<file path="config.mk">
export PLATFORM = sky130hd
export DESIGN_NAME = apb_wait_completer_flat
export DESIGN_NICKNAME = d
export VERILOG_FILES = /design/src/rtl/apb_wait_completer_pkg.sv /design/src/rtl/apb_wait_completer_if.sv /design/src/rtl/apb_wait_completer_reg_bank.sv /design/src/rtl/apb_wait_completer.sv /design/src/flat_wrapper.sv
export SDC_FILE = /design/constraint.sdc
export NUM_CORES = 1
export LEC_CHECK = 0
export CAP_MARGIN = 30
export CORE_MARGIN = 2
export CORE_UTILIZATION = 55
export CTS_CLUSTER_SIZE = 40
export DETAILED_ROUTE_END_ITERATION = 8
export HOLD_SLACK_MARGIN = 0.06
export PLACE_DENSITY_LB_ADDON = 0.08
export SLEW_MARGIN = 20
export SYNTH_ARGS = -nofsm -noshare
export SYNTH_HDL_FRONTEND = slang
export SYNTH_HIERARCHICAL = 1
export SYNTH_SLANG_ARGS = --single-unit
export TNS_END_PERCENT = 100
</file>
<file path="constraint.sdc">
create_clock -name pclk -period 4.5 [get_ports pclk]
set_input_delay 0.9 -clock pclk [delete_from_list [all_inputs] [get_ports pclk]]
set_output_delay 0.9 -clock pclk [all_outputs]
set_load 0.05 [all_outputs]
</file>
<file path="src/rtl/apb_wait_completer_pkg.sv">
// Shared types, constants and helpers for the APB wait-state completer.
package apb_wait_completer_pkg;

  localparam int unsigned APB_ADDR_W   = 32'd8;
  localparam int unsigned APB_DATA_W   = 32'd8;
  // Largest wait-state count the 4-bit wait counter can hold.
  localparam int unsigned APB_WAIT_MAX = 32'd15;

  // Transfer sequencing: IDLE waits for a setup phase, ACCESS runs the wait
  // states and the completing cycle, DONE is the cycle after pready.
  typedef enum logic [1:0] {
    IDLE   = 2'd0,
    ACCESS = 2'd1,
    DONE   = 2'd2
  } apb_state_e;

  // True when addr falls inside the implemented register window.
  function automatic logic in_range(input logic [31:0] addr, input int unsigned num_regs);
    return (addr < num_regs);
  endfunction

endpackage

</file>
<file path="src/rtl/apb_wait_completer_if.sv">
// APB3 bus bundle between a requester (master) and the completer (slave).
interface apb_wait_completer_if
  import apb_wait_completer_pkg::*;
#(
  parameter int unsigned ADDR_W = APB_ADDR_W,
  parameter int unsigned DATA_W = APB_DATA_W
) ();

  logic              psel;
  logic              penable;
  logic              pwrite;
  logic [ADDR_W-1:0] paddr;
  logic [DATA_W-1:0] pwdata;
  logic [DATA_W-1:0] prdata;
  logic              pready;
  logic              pslverr;

  modport master (
    output psel, penable, pwrite, paddr, pwdata,
    input  prdata, pready, pslverr
  );

  modport slave (
    input  psel, penable, pwrite, paddr, pwdata,
    output prdata, pready, pslverr
  );

endinterface

</file>
<file path="src/rtl/apb_wait_completer_reg_bank.sv">
// Register bank behind the APB completer: storage, write commit, one-cycle
// write strobes and the combinational read mux used by the bus front end.
module apb_wait_completer_reg_bank
  import apb_wait_completer_pkg::*;
#(
  parameter int unsigned ADDR_W   = APB_ADDR_W,
  parameter int unsigned DATA_W   = APB_DATA_W,
  parameter int unsigned NUM_REGS = 32'd8
) (
  input  logic                         pclk,
  input  logic                         preset,
  input  logic                         we_i,
  input  logic [ADDR_W-1:0]            waddr_i,
  input  logic [DATA_W-1:0]            wdata_i,
  input  logic [ADDR_W-1:0]            raddr_i,
  output logic [DATA_W-1:0]            rdata_o,
  output logic [NUM_REGS*DATA_W-1:0]   regs_o,
  output logic [NUM_REGS-1:0]          wr_pulse_o
);

  logic [DATA_W-1:0]   regs_q [NUM_REGS];
  logic [NUM_REGS-1:0] wr_pulse_q;
  logic [NUM_REGS-1:0] wr_hit_s;
  logic [DATA_W-1:0]   rdata_s;

  // One-hot decode of the register targeted by a committing write.
  always_comb begin
    wr_hit_s = {NUM_REGS{1'b0}};
    for (int i = 0; i < NUM_REGS; i++) begin
      if (we_i && (waddr_i == ADDR_W'(i))) begin
        wr_hit_s[i] = 1'b1;
      end else begin
        wr_hit_s[i] = 1'b0;
      end
    end
  end

  // Register storage and the strobe that marks the cycle after a write.
  always_ff @(posedge pclk or posedge preset) begin
    if (preset) begin
      for (int i = 0; i < NUM_REGS; i++) begin
        regs_q[i] <= {DATA_W{1'b0}};
      end
      wr_pulse_q <= {NUM_REGS{1'b0}};
    end else begin
      for (int i = 0; i < NUM_REGS; i++) begin
        if (wr_hit_s[i]) begin
          regs_q[i] <= wdata_i;
        end else begin
          regs_q[i] <= regs_q[i];
        end
      end
      wr_pulse_q <= wr_hit_s;
    end
  end

  // Read mux; addresses outside the bank read as zero.
  always_comb begin
    rdata_s = {DATA_W{1'b0}};
    for (int i = 0; i < NUM_REGS; i++) begin
      rdata_s = (raddr_i == ADDR_W'(i)) ? regs_q[i] : rdata_s;
    end
  end

  // Flatten the bank so register i sits at [i*DATA_W +: DATA_W].
  always_comb begin
    regs_o = {(NUM_REGS*DATA_W){1'b0}};
    for (int i = 0; i < NUM_REGS; i++) begin
      regs_o[i*DATA_W +: DATA_W] = regs_q[i];
    end
  end

  assign rdata_o    = rdata_s;
  assign wr_pulse_o = wr_pulse_q;

endmodule

</file>
<file path="src/rtl/apb_wait_completer.sv">
// APB3 completer front end: decodes setup/access phases, inserts a fixed
// number of wait states, answers from a small register bank, flags
// out-of-range addresses with pslverr and latches protocol violations.
module apb_wait_completer
  import apb_wait_completer_pkg::*;
#(
  parameter int unsigned ADDR_W      = APB_ADDR_W,
  parameter int unsigned DATA_W      = APB_DATA_W,
  parameter int unsigned NUM_REGS    = 32'd8,
  parameter int unsigned WAIT_CYCLES = 32'd0
) (
  input  logic                       pclk,
  input  logic                       preset,
  apb_wait_completer_if.slave        apb,
  output logic [NUM_REGS*DATA_W-1:0] regs_o,
  output logic [NUM_REGS-1:0]        wr_pulse,
  output logic                       proto_err
);

  // Wait count loaded at each setup phase, clamped to the counter range.
  localparam logic [3:0] WAIT_LD = (WAIT_CYCLES > APB_WAIT_MAX) ? 4'(APB_WAIT_MAX)
                                                                 : 4'(WAIT_CYCLES);

  apb_state_e        state_q,    state_d;
  logic [3:0]        wait_cnt_q, wait_cnt_d;
  logic [ADDR_W-1:0] addr_q,     addr_d;
  logic              wr_q,       wr_d;
  logic [DATA_W-1:0] wdata_q,    wdata_d;
  logic              pready_q,   pready_d;
  logic              pslverr_q,  pslverr_d;
  logic [DATA_W-1:0] prdata_q,   prdata_d;
  logic              proto_q,    proto_d;

  logic              setup_s;
  logic              viol_s;
  logic              commit_s;
  logic              next_ok_s;
  logic [DATA_W-1:0] rdata_s;

  // Bus qualifiers: a setup phase, and a write that commits this cycle.
  always_comb begin
    setup_s  = apb.psel & ~apb.penable;
    commit_s = apb.psel & apb.penable & pready_q & wr_q & in_range(32'(addr_q), NUM_REGS);
  end

  // Protocol-violation detection for the current bus cycle.
  always_comb begin
    viol_s = ~apb.psel & apb.penable;
    case (state_q)
      IDLE:    viol_s = viol_s | apb.penable;
      ACCESS:  viol_s = viol_s | ~apb.psel | ~apb.penable
                        | (apb.paddr  != addr_q)
                        | (apb.pwrite != wr_q)
                        | (apb.pwdata != wdata_q);
      DONE:    viol_s = viol_s;
      default: viol_s = 1'b1;
    endcase
  end

  // Next-state, wait counter and transfer latches. pready is computed one
  // cycle early so it is registered yet lands in the intended access cycle.
  always_comb begin
    state_d    = state_q;
    wait_cnt_d = wait_cnt_q;
    addr_d     = addr_q;
    wr_d       = wr_q;
    wdata_d    = wdata_q;
    pready_d   = 1'b0;
    case (state_q)
      IDLE, DONE: begin
        if (setup_s) begin
          state_d    = ACCESS;
          wait_cnt_d = WAIT_LD;
          addr_d     = apb.paddr;
          wr_d       = apb.pwrite;
          wdata_d    = apb.pwdata;
          pready_d   = (WAIT_LD == 4'd0);
        end else begin
          state_d    = IDLE;
        end
      end
      ACCESS: begin
        if (!apb.psel) begin
          // Requester walked away: abandon without completing.
          state_d    = IDLE;
          wait_cnt_d = 4'd0;
        end else if (wait_cnt_q == 4'd0) begin
          // This is the pready cycle; the transfer is finished.
          state_d    = DONE;
        end else begin
          wait_cnt_d = wait_cnt_q - 4'd1;
          pready_d   = (wait_cnt_q == 4'd1);
        end
      end
      default: begin
        state_d    = IDLE;
        wait_cnt_d = 4'd0;
      end
    endcase
  end

  // Response data for the upcoming pready cycle, zero otherwise.
  always_comb begin
    next_ok_s = in_range(32'(addr_d), NUM_REGS);
    pslverr_d = pready_d & ~next_ok_s;
    if (pready_d && !wr_d && next_ok_s) begin
      prdata_d = rdata_s;
    end else begin
      prdata_d = {DATA_W{1'b0}};
    end
    proto_d = proto_q | viol_s;
  end

  // Transfer FSM with registered bus responses and sticky error flag.
  always_ff @(posedge pclk or posedge preset) begin
    if (preset) begin
      state_q    <= IDLE;
      wait_cnt_q <= 4'd0;
      addr_q     <= {ADDR_W{1'b0}};
      wr_q       <= 1'b0;
      wdata_q    <= {DATA_W{1'b0}};
      pready_q   <= 1'b0;
      pslverr_q  <= 1'b0;
      prdata_q   <= {DATA_W{1'b0}};
      proto_q    <= 1'b0;
    end else begin
      state_q    <= state_d;
      wait_cnt_q <= wait_cnt_d;
      addr_q     <= addr_d;
      wr_q       <= wr_d;
      wdata_q    <= wdata_d;
      pready_q   <= pready_d;
      pslverr_q  <= pslverr_d;
      prdata_q   <= prdata_d;
      proto_q    <= proto_d;
    end
  end

  apb_wait_completer_reg_bank #(
    .ADDR_W   (ADDR_W),
    .DATA_W   (DATA_W),
    .NUM_REGS (NUM_REGS)
  ) u_reg_bank (
    .pclk       (pclk),
    .preset     (preset),
    .we_i       (commit_s),
    .waddr_i    (addr_q),
    .wdata_i    (wdata_q),
    .raddr_i    (addr_d),
    .rdata_o    (rdata_s),
    .regs_o     (regs_o),
    .wr_pulse_o (wr_pulse)
  );

  assign apb.pready  = pready_q;
  assign apb.pslverr = pslverr_q;
  assign apb.prdata  = prdata_q;
  assign proto_err   = proto_q;

endmodule
</file>
<file path="src/flat_wrapper.sv">
// flat-port wrapper written by rule: the top's interface ports become plain ports
module apb_wait_completer_flat import apb_wait_completer_pkg::*;
#(
  parameter int unsigned ADDR_W      = APB_ADDR_W,
  parameter int unsigned DATA_W      = APB_DATA_W,
  parameter int unsigned NUM_REGS    = 32'd8,
  parameter int unsigned WAIT_CYCLES = 32'd0
)
  (pclk, preset, regs_o, wr_pulse, proto_err, apb_psel, apb_penable, apb_pwrite, apb_paddr, apb_pwdata, apb_prdata, apb_pready, apb_pslverr);
  apb_wait_completer_if #(.ADDR_W(ADDR_W), .DATA_W(DATA_W)) apb_i ();
  input  logic pclk;
  input  logic preset;
  output logic [NUM_REGS*DATA_W-1:0] regs_o;
  output logic [NUM_REGS-1:0] wr_pulse;
  output logic proto_err;
  input wire logic [$bits(apb_i.psel)-1:0] apb_psel;
  input wire logic [$bits(apb_i.penable)-1:0] apb_penable;
  input wire logic [$bits(apb_i.pwrite)-1:0] apb_pwrite;
  input wire logic [$bits(apb_i.paddr)-1:0] apb_paddr;
  input wire logic [$bits(apb_i.pwdata)-1:0] apb_pwdata;
  output wire logic [$bits(apb_i.prdata)-1:0] apb_prdata;
  output wire logic [$bits(apb_i.pready)-1:0] apb_pready;
  output wire logic [$bits(apb_i.pslverr)-1:0] apb_pslverr;
  assign apb_i.psel = apb_psel;
  assign apb_i.penable = apb_penable;
  assign apb_i.pwrite = apb_pwrite;
  assign apb_i.paddr = apb_paddr;
  assign apb_i.pwdata = apb_pwdata;
  assign apb_prdata = apb_i.prdata;
  assign apb_pready = apb_i.pready;
  assign apb_pslverr = apb_i.pslverr;
  apb_wait_completer #(.ADDR_W(ADDR_W), .DATA_W(DATA_W), .NUM_REGS(NUM_REGS), .WAIT_CYCLES(WAIT_CYCLES)) u_core (.pclk(pclk), .preset(preset), .apb(apb_i), .regs_o(regs_o), .wr_pulse(wr_pulse), .proto_err(proto_err));
endmodule
</file>
==> flow_summary.ini, run 1 <==
[global_routing]
grt_pass1_vias = 3756
grt_pass1_wl_um = 20600
grt_max_degree = 30
antenna_found_initial = 0
globalRoute.totalOverflow = 0
grt.total_usage_pct = 27.5

[pwr]
power_density_nw_per_um2 = 344
power.clock.fraction_pct = 25.2
ir_drop_mv = 0.181
p_sw_share_pct = 34.6
seq_power_share_pct = 53.7
leakage_nw = 2.87
internal_power_mw = 1.40
power.switching_uw = 743
combinationalPowerShare_pct = 21.1
p_total_mw = 2.15

[yosys]
synth-seq-cells = 106
synth.net_count = 448
synth_top_family_by_area = multiplexers
synth_area_um2 = 4910
synth_fa_ha_area_share_pct = 0.510
netlist-cell-type-count = 50
synth_compound_area_share_pct = 8.79
yosys_warnings = 6
muxShareOfSynthArea_pct = 16.3
synth_seq_area_share_pct = 54.0
synth_xor_area_share_pct = 3.21
synth.avg_cell_area_um2 = 11.5
yosys.area_share.simple_pct = 14.1
netlist_instances = 425

[die]
die-area_um2 = 9700
initial_core_util_pct = 56.6
coreArea_um2 = 8680
dieHeight_um = 98.5
boundaryPins = 104
dieWidth_um = 98.5
fp-row-count = 34

[placed_design]
dp_cells = 623
place_hpwl_um = 9100
placed_area_um2 = 6050
pre_cts_slack_ps = 717
io_buffers = 103
gp_congestion = 0.878

[finish]
stdcell_count = 639
drive_above_1_share_pct = 20.7
n_fill_cell = 641
seqCellArea_um2 = 2650
fin_nets = 550
postLayoutCellArea_um2 = 6240
multiInputGateArea_um2 = 2110
diodes = 0
area_delta_synth_final_pct = 27.2

[flow_run]
max_cap_violations = 0

[drt]
via_count = 3690
ant_nets = 0
routed_via_density = 5.77
wl_per_cell_um = 20.0
firstDrtPassIters = 5
drc = 0
drtIter0Drc = 210
wl_um = 12800

[worst_setup_path]
max_stage_delay_ps = 680
crit_path_start = apb_psel
start_kind = input port
crit_slowest_cell = or3b_2
path_common_cell = nand2_1
worstPathRequired_ps = 4760
r2r_start = u_core/state_q[0]
crit_path_max_fanout = 29
path_cells = clkdlybuf4s50_1 > or3b_2 > nand2_1 > nand2_1 > buf_4 > and3b_1 > a22oi_1 > o221ai_1 > a31o_2 > and2_1
crit_arrival_ps = 3720
worstSetupPathType = in -> reg
endpoint_kind = register

[sta]
fin_crit_ps = 3460
max_freq_mhz = 289
worstMarginPinSlew_ps = 723
hold_viol_final = 0
maxSlewHeadroom_pct = 51.5
rsz0062_at_grt = false
setup_tns_ps = 0
setup_viol = 0
drv_slew = 0
skew_ps = 10.7
setup_ws_ps = 1040
finalCritPeriodShare_pct = 76.9

[outcome]
run_status = complete, no violations

[clock_tree]
ctsLongestPathBuffers = 2
htree_levels = 3
cts_hold_buf = 0
cts-root-buf = clkbuf_8
cts_made_buffers = 9
cts.sinks = 106
cts_resized = 0
cts_tree = yes
clkTransAtPathRegs_ps = 100
post-cts-setup-buffer-count = 0
insertion_delay_ps = 370

[min_path]
hold_class = reg -> reg
holdCritStartpoint = u_core/wait_cnt_q[1]
[power by group through the flow]
stage	Sequential, mW	Combinational, mW	Clock, mW
floorplan	1.12	0.324	0
CTS	1.15	0.447	0.552
global route	1.16	0.501	0.585
finish	1.15	0.452	0.541
global placement	1.16	0.435	0
detailed placement	1.17	0.445	0
[cell type report]
cell class | count | share of cell area [%]
multi-input cells | 281 | 33.8
well taps | 108 | 2.16
clock inverters | 6 | 0.802
clock buffers | 9 | 1.98
flip-flops and latches | 106 | 42.5
repair buffers | 113 | 17.8
inverters | 16 | 0.962
[per-layer routing]
| metal | track usage (%) | routed length, um | vias to the layer above |
|---|---|---|---|
| met5 | 0 | 0 | - |
| met4 | 7.17 | 269 | 0 |
| met3 | 6.45 | 752 | 18 |
| met2 | 42.0 | 5930 | 126 |
| met1 | 40.3 | 5860 | 1844 |
| li1 | - | - | 1702 |
[worst max-delay path: cells and delay by family]
family / cells / cell delay (ps)
and+or+nand+nor: 5 / 1330
AOI/OAI and AO/OA: 3 / 690
buffers and inverters: 2 / 790
[flip-flops by register name, summed over array words and instances (netlist names)]
register                      flops
u_core/state_q                    2
u_core/wdata_q                    8
u_core/apb.pready                 1
u_core/wait_cnt_q                 4
u_core/wr_q                       1
u_core/apb.prdata                 8
u_core/addr_q                     8
u_core/u_reg_bank/regs_o         64
u_core/u_reg_bank/wr_pulse_o      8
u_core/apb.pslverr                1
u_core/proto_err                  1
[kinds of logic after synthesis]
kind of cell / after synthesis
compound gates: 60
xor+xnor: 18
fa+ha+maj: 2
buf+inv: 38
flops: 106
mux: 72
simple gates: 129
[synth_stat cells (all sizes together)]
master,number,area [um^2]
o221a,1,11.3
a41oi,1,8.76
o221ai,15,131
or3b,3,26.3
or4b,2,20.0
nor2,7,28.8
nand2,60,225
and2,8,50.1
o22ai,1,6.26
xor2,6,52.6
clkbuf,17,63.8
o21a,1,7.51
mux2i,8,80.1
buf,5,23.8
nand4,3,18.8
a32oi,1,8.76
or2,1,6.26
nor3,5,35.0
a21oi,18,93.8
and3b,1,8.76
a22oi,7,52.6
inv,16,60.1
o211ai,1,7.51
nor2b,11,68.8
o32a,1,10.0
or4,1,7.51
nand3b,3,26.3
ha,2,25.0
nor3b,1,12.5
a211oi,1,7.51
nand3,5,25.0
or3,4,26.3
xnor2,12,105
nand2b,1,6.26
o21ai,5,25.0
mux2,64,721
dfrtp,106,2650
nor4,2,12.5
nor4b,2,32.5
and3,9,56.3
a31o,7,61.3
[final timing paths]
kind / endpoint / slack (ps) / depth (start not counted)
max: u_core/apb.prdata[0] / 1040 / 10
min: u_core/wait_cnt_q[1] / 540 / 2
max reg2reg: u_core/apb.prdata[0] / 1630 / 9
min reg2reg: u_core/wait_cnt_q[1] / 540 / 2
max in group asynchronous: u_core/u_reg_bank/regs_o[35] / 2760 / 3
min in group asynchronous: u_core/proto_err / 870 / 2
[cells in the final DEF (no fill, tap or decap), types with 2 or more instances in the layout]
cell / synthesis / routed
a21oi_1: 17 / 17
a31o_2: 7 / 7
o21ai_0: 5 / 5
mux2i_1: 8 / 8
o221ai_1: 15 / 15
nor4_1: 2 / 2
buf_4: 0 / 9
mux2_2: 64 / 64
nand3_1: 5 / 5
nand4_1: 3 / 3
nor2_1: 6 / 6
ha_1: 2 / 2
nand3b_1: 2 / 2
nor3_1: 3 / 3
or3b_2: 2 / 2
and3_1: 9 / 9
clkdlybuf4s50_1: 0 / 103
and2_1: 8 / 8
nor2b_1: 11 / 11
nor3_2: 2 / 2
dfrtp_1: 106 / 106
a22oi_1: 7 / 7
xnor2_1: 12 / 12
inv_1: 16 / 15
nand2_1: 60 / 60
or3_1: 3 / 3
clkbuf_8: 0 / 9
inv_6: 0 / 2
xor2_1: 6 / 6
[stage by stage]
stage,utilization (%),hold WS (ps)
CTS,71.8,545
finish,71.9,535
global placement,69.8,487
detailed placement,69.8,522
global route,71.9,575
floorplan,-,465
Power figures use the tool's default switching activity.
==> run 2: changes to the inputs <==
--- a/config.mk
+++ b/config.mk
@@ -7,7 +7,7 @@
 export LEC_CHECK = 0
 export CAP_MARGIN = 30
 export CORE_MARGIN = 2
-export CORE_UTILIZATION = 55
+export CORE_UTILIZATION = 51
 export CTS_CLUSTER_SIZE = 40
 export DETAILED_ROUTE_END_ITERATION = 8
 export HOLD_SLACK_MARGIN = 0.06
==> constraint.sdc (replaced) <==
create_clock -name pclk -period 3.4 [get_ports pclk]
set_input_delay 0.68 -clock pclk [delete_from_list [all_inputs] [get_ports pclk]]
set_output_delay 0.68 -clock pclk [all_outputs]
set_load 0.05 [all_outputs]
==> run 2 against run 1 <==
Compared with the run above: final cell count rose by 4.4%; wire length rose by 7.6%; non-clock buffer count rose by 6; sequential cell count did not move; clock-buffer cell count rose by 1; combinational power rose by 40%; via count rose by 3.3%; critical endpoint is now u_core/apb.prdata[6]; largest cell class unchanged; highest routed layer unchanged.
==> flow_summary.ini, run 2 (same netlist as run 1, synthesis figures left out) <==
[pwr]
leakage_nw = 2.92
ir_drop_mv = 0.258
power_density_nw_per_um2 = 459
p_total_mw = 2.91

[global_routing]
antenna_found_initial = 0
globalRoute.totalOverflow = 0
grt_max_degree = 46
grt_pass1_wl_um = 21400
grt.total_usage_pct = 27.4
grt_pass1_vias = 3784

[die]
fp-row-count = 35
dieWidth_um = 102
dieHeight_um = 102
coreArea_um2 = 9280
initial_core_util_pct = 52.9
die-area_um2 = 10400
boundaryPins = 104

[placed_design]
gp_congestion = 0.930
place_hpwl_um = 9820
io_buffers = 103

[worst_setup_path]
path_delay_family = simple AND/OR/NAND/NOR gates
r2r_end = u_core/apb.prdata[3]
crit_slowest_cell = nor2b_1
r2r_start = u_core/state_q[0]
crit_arrival_ps = 3270
endpoint_kind = register
crit_path_start = apb_psel
r2r_cells = 9
max_stage_delay_ps = 500
path_cells = clkdlybuf4s50_1 > buf_4 > nor3b_2 > nand2_1 > nand2_1 > buf_4 > nor2b_1 > a22oi_1 > o221ai_1 > a31o_2 > and2_1
setup.worst_path.end = u_core/apb.prdata[6]
path_buf_inv = 3
worstSetupPathType = in -> reg
r2r_slack_ps = 780
crit_path_max_fanout = 19
start_kind = input port
worstPathRequired_ps = 3690
critical_path_cell_count = 11

[sta]
hold_viol_final = 0
setup_tns_ps = 0
drv_slew = 0
fin_crit_ps = 2970
whs_ps = 521
maxSlewHeadroom_pct = 57.9
skew_ps = 12.8
rsz0062_at_grt = false
max_freq_mhz = 336
worstMarginPinSlew_ps = 630
finalCritPeriodShare_pct = 87.5
setup_viol = 0

[clock_tree]
cts.sinks = 106
ctsLongestPathBuffers = 2
insertion_delay_ps = 360
cts_made_buffers = 9
clkTransAtPathRegs_ps = 100
htree_levels = 3
cts-root-buf = clkbuf_8
cts_resized = 0
cts_hold_buf = 0
post-cts-setup-buffer-count = 0
cts_tree = yes

[finish]
fin_nets = 556
utilization_pct = 68.3
diodes = 0
n_fill_cell = 737
area_delta_synth_final_pct = 29.2
largest_register_ffs = 64
final_cell_mix = 106 x dfrtp_1, 103 x clkdlybuf4s50_1, 64 x mux2_2
final_common_cell = dfrtp_1
drive_above_1_share_pct = 21.6

[drt]
wl_um = 13800
drc = 0
via_count = 3813
drtIter0Drc = 215
ant_nets = 0
wl_per_cell_um = 20.7
routed_via_density = 5.72
firstDrtPassIters = 5

[flow_run]
max_cap_violations = 0

[min_path]
hold_class = reg -> reg
hold_path_depth = 2

[outcome]
run_status = complete, no violations
run 2: how the worst min path moves through the flow:
stage | start | endpoint | slack [ps]
6_report | u_core/wait_cnt_q[1] | u_core/wait_cnt_q[1] | 520
5_1_grt | u_core/wait_cnt_q[1] | u_core/wait_cnt_q[1] | 560
4_1_cts | u_core/wait_cnt_q[1] | u_core/wait_cnt_q[1] | 520
3_5_place_dp | u_core/wait_cnt_q[1] | u_core/wait_cnt_q[1] | 500
3_3_place_gp | u_core/wait_cnt_q[1] | u_core/wait_cnt_q[1] | 490
2_1_floorplan | u_core/wait_cnt_q[1] | u_core/wait_cnt_q[1] | 470
run 2: routing by layer:
metal | vias to the layer above | global-route usage (%) | share of wire (%)
li1 | 1726 | - | -
met1 | 1938 | 39.8 | 44
met2 | 132 | 43.8 | 48
met3 | 17 | 4.58 | 6.1
met4 | 0 | 6.26 | 1.4
met5 | - | 0 | 0
run 2: power breakdown:
part	internal (mW)	switching (mW)	leakage [nW]
registers	1.34	0.195	1.44
logic	0.264	0.368	1.38
clock network	0.286	0.455	0.0953
run 2: final cells by class:
cell class	count	area (um^2)	area share, %
Clock buffer	10	128	2.01
Clock inverter	6	57.6	0.907
Inverter	16	60.1	0.947
Multi-Input combinational cell	281	2110	33.2
Sequential cell	106	2650	41.8
Tap cell	129	161	2.54
Timing Repair Buffer	119	1180	18.5
run 2: through the flow:
stage | setup slack [ps] | instances | area (um^2)
final | 426 | 667 | 6340
after global routing | 267 | 667 | 6340
after floorplan | 383 | 425 | 4910
after detailed placement | 128 | 651 | 6160
after global placement | 220 | 651 | 6160
after CTS | 488 | 667 | 6340
run 2: tightest hold or removal path: cells and delay by family (launching register included):
family | cells | cell delay (ps)
AO/OA/AOI/OAI | 1 | 60
flip-flops | 1 | 380
AND/OR/NAND/NOR | 1 | 50
==> run 3: changes to the inputs <==
--- a/config.mk
+++ b/config.mk
@@ -12,6 +12,7 @@
 export DETAILED_ROUTE_END_ITERATION = 8
 export HOLD_SLACK_MARGIN = 0.06
 export PLACE_DENSITY_LB_ADDON = 0.08
+export SKIP_CTS_REPAIR_TIMING = 1
 export SLEW_MARGIN = 20
 export SYNTH_ARGS = -nofsm -noshare
 export SYNTH_HDL_FRONTEND = slang
==> results of run 3 <==
Final layout, timing and power as in run 2 (identical DEF).
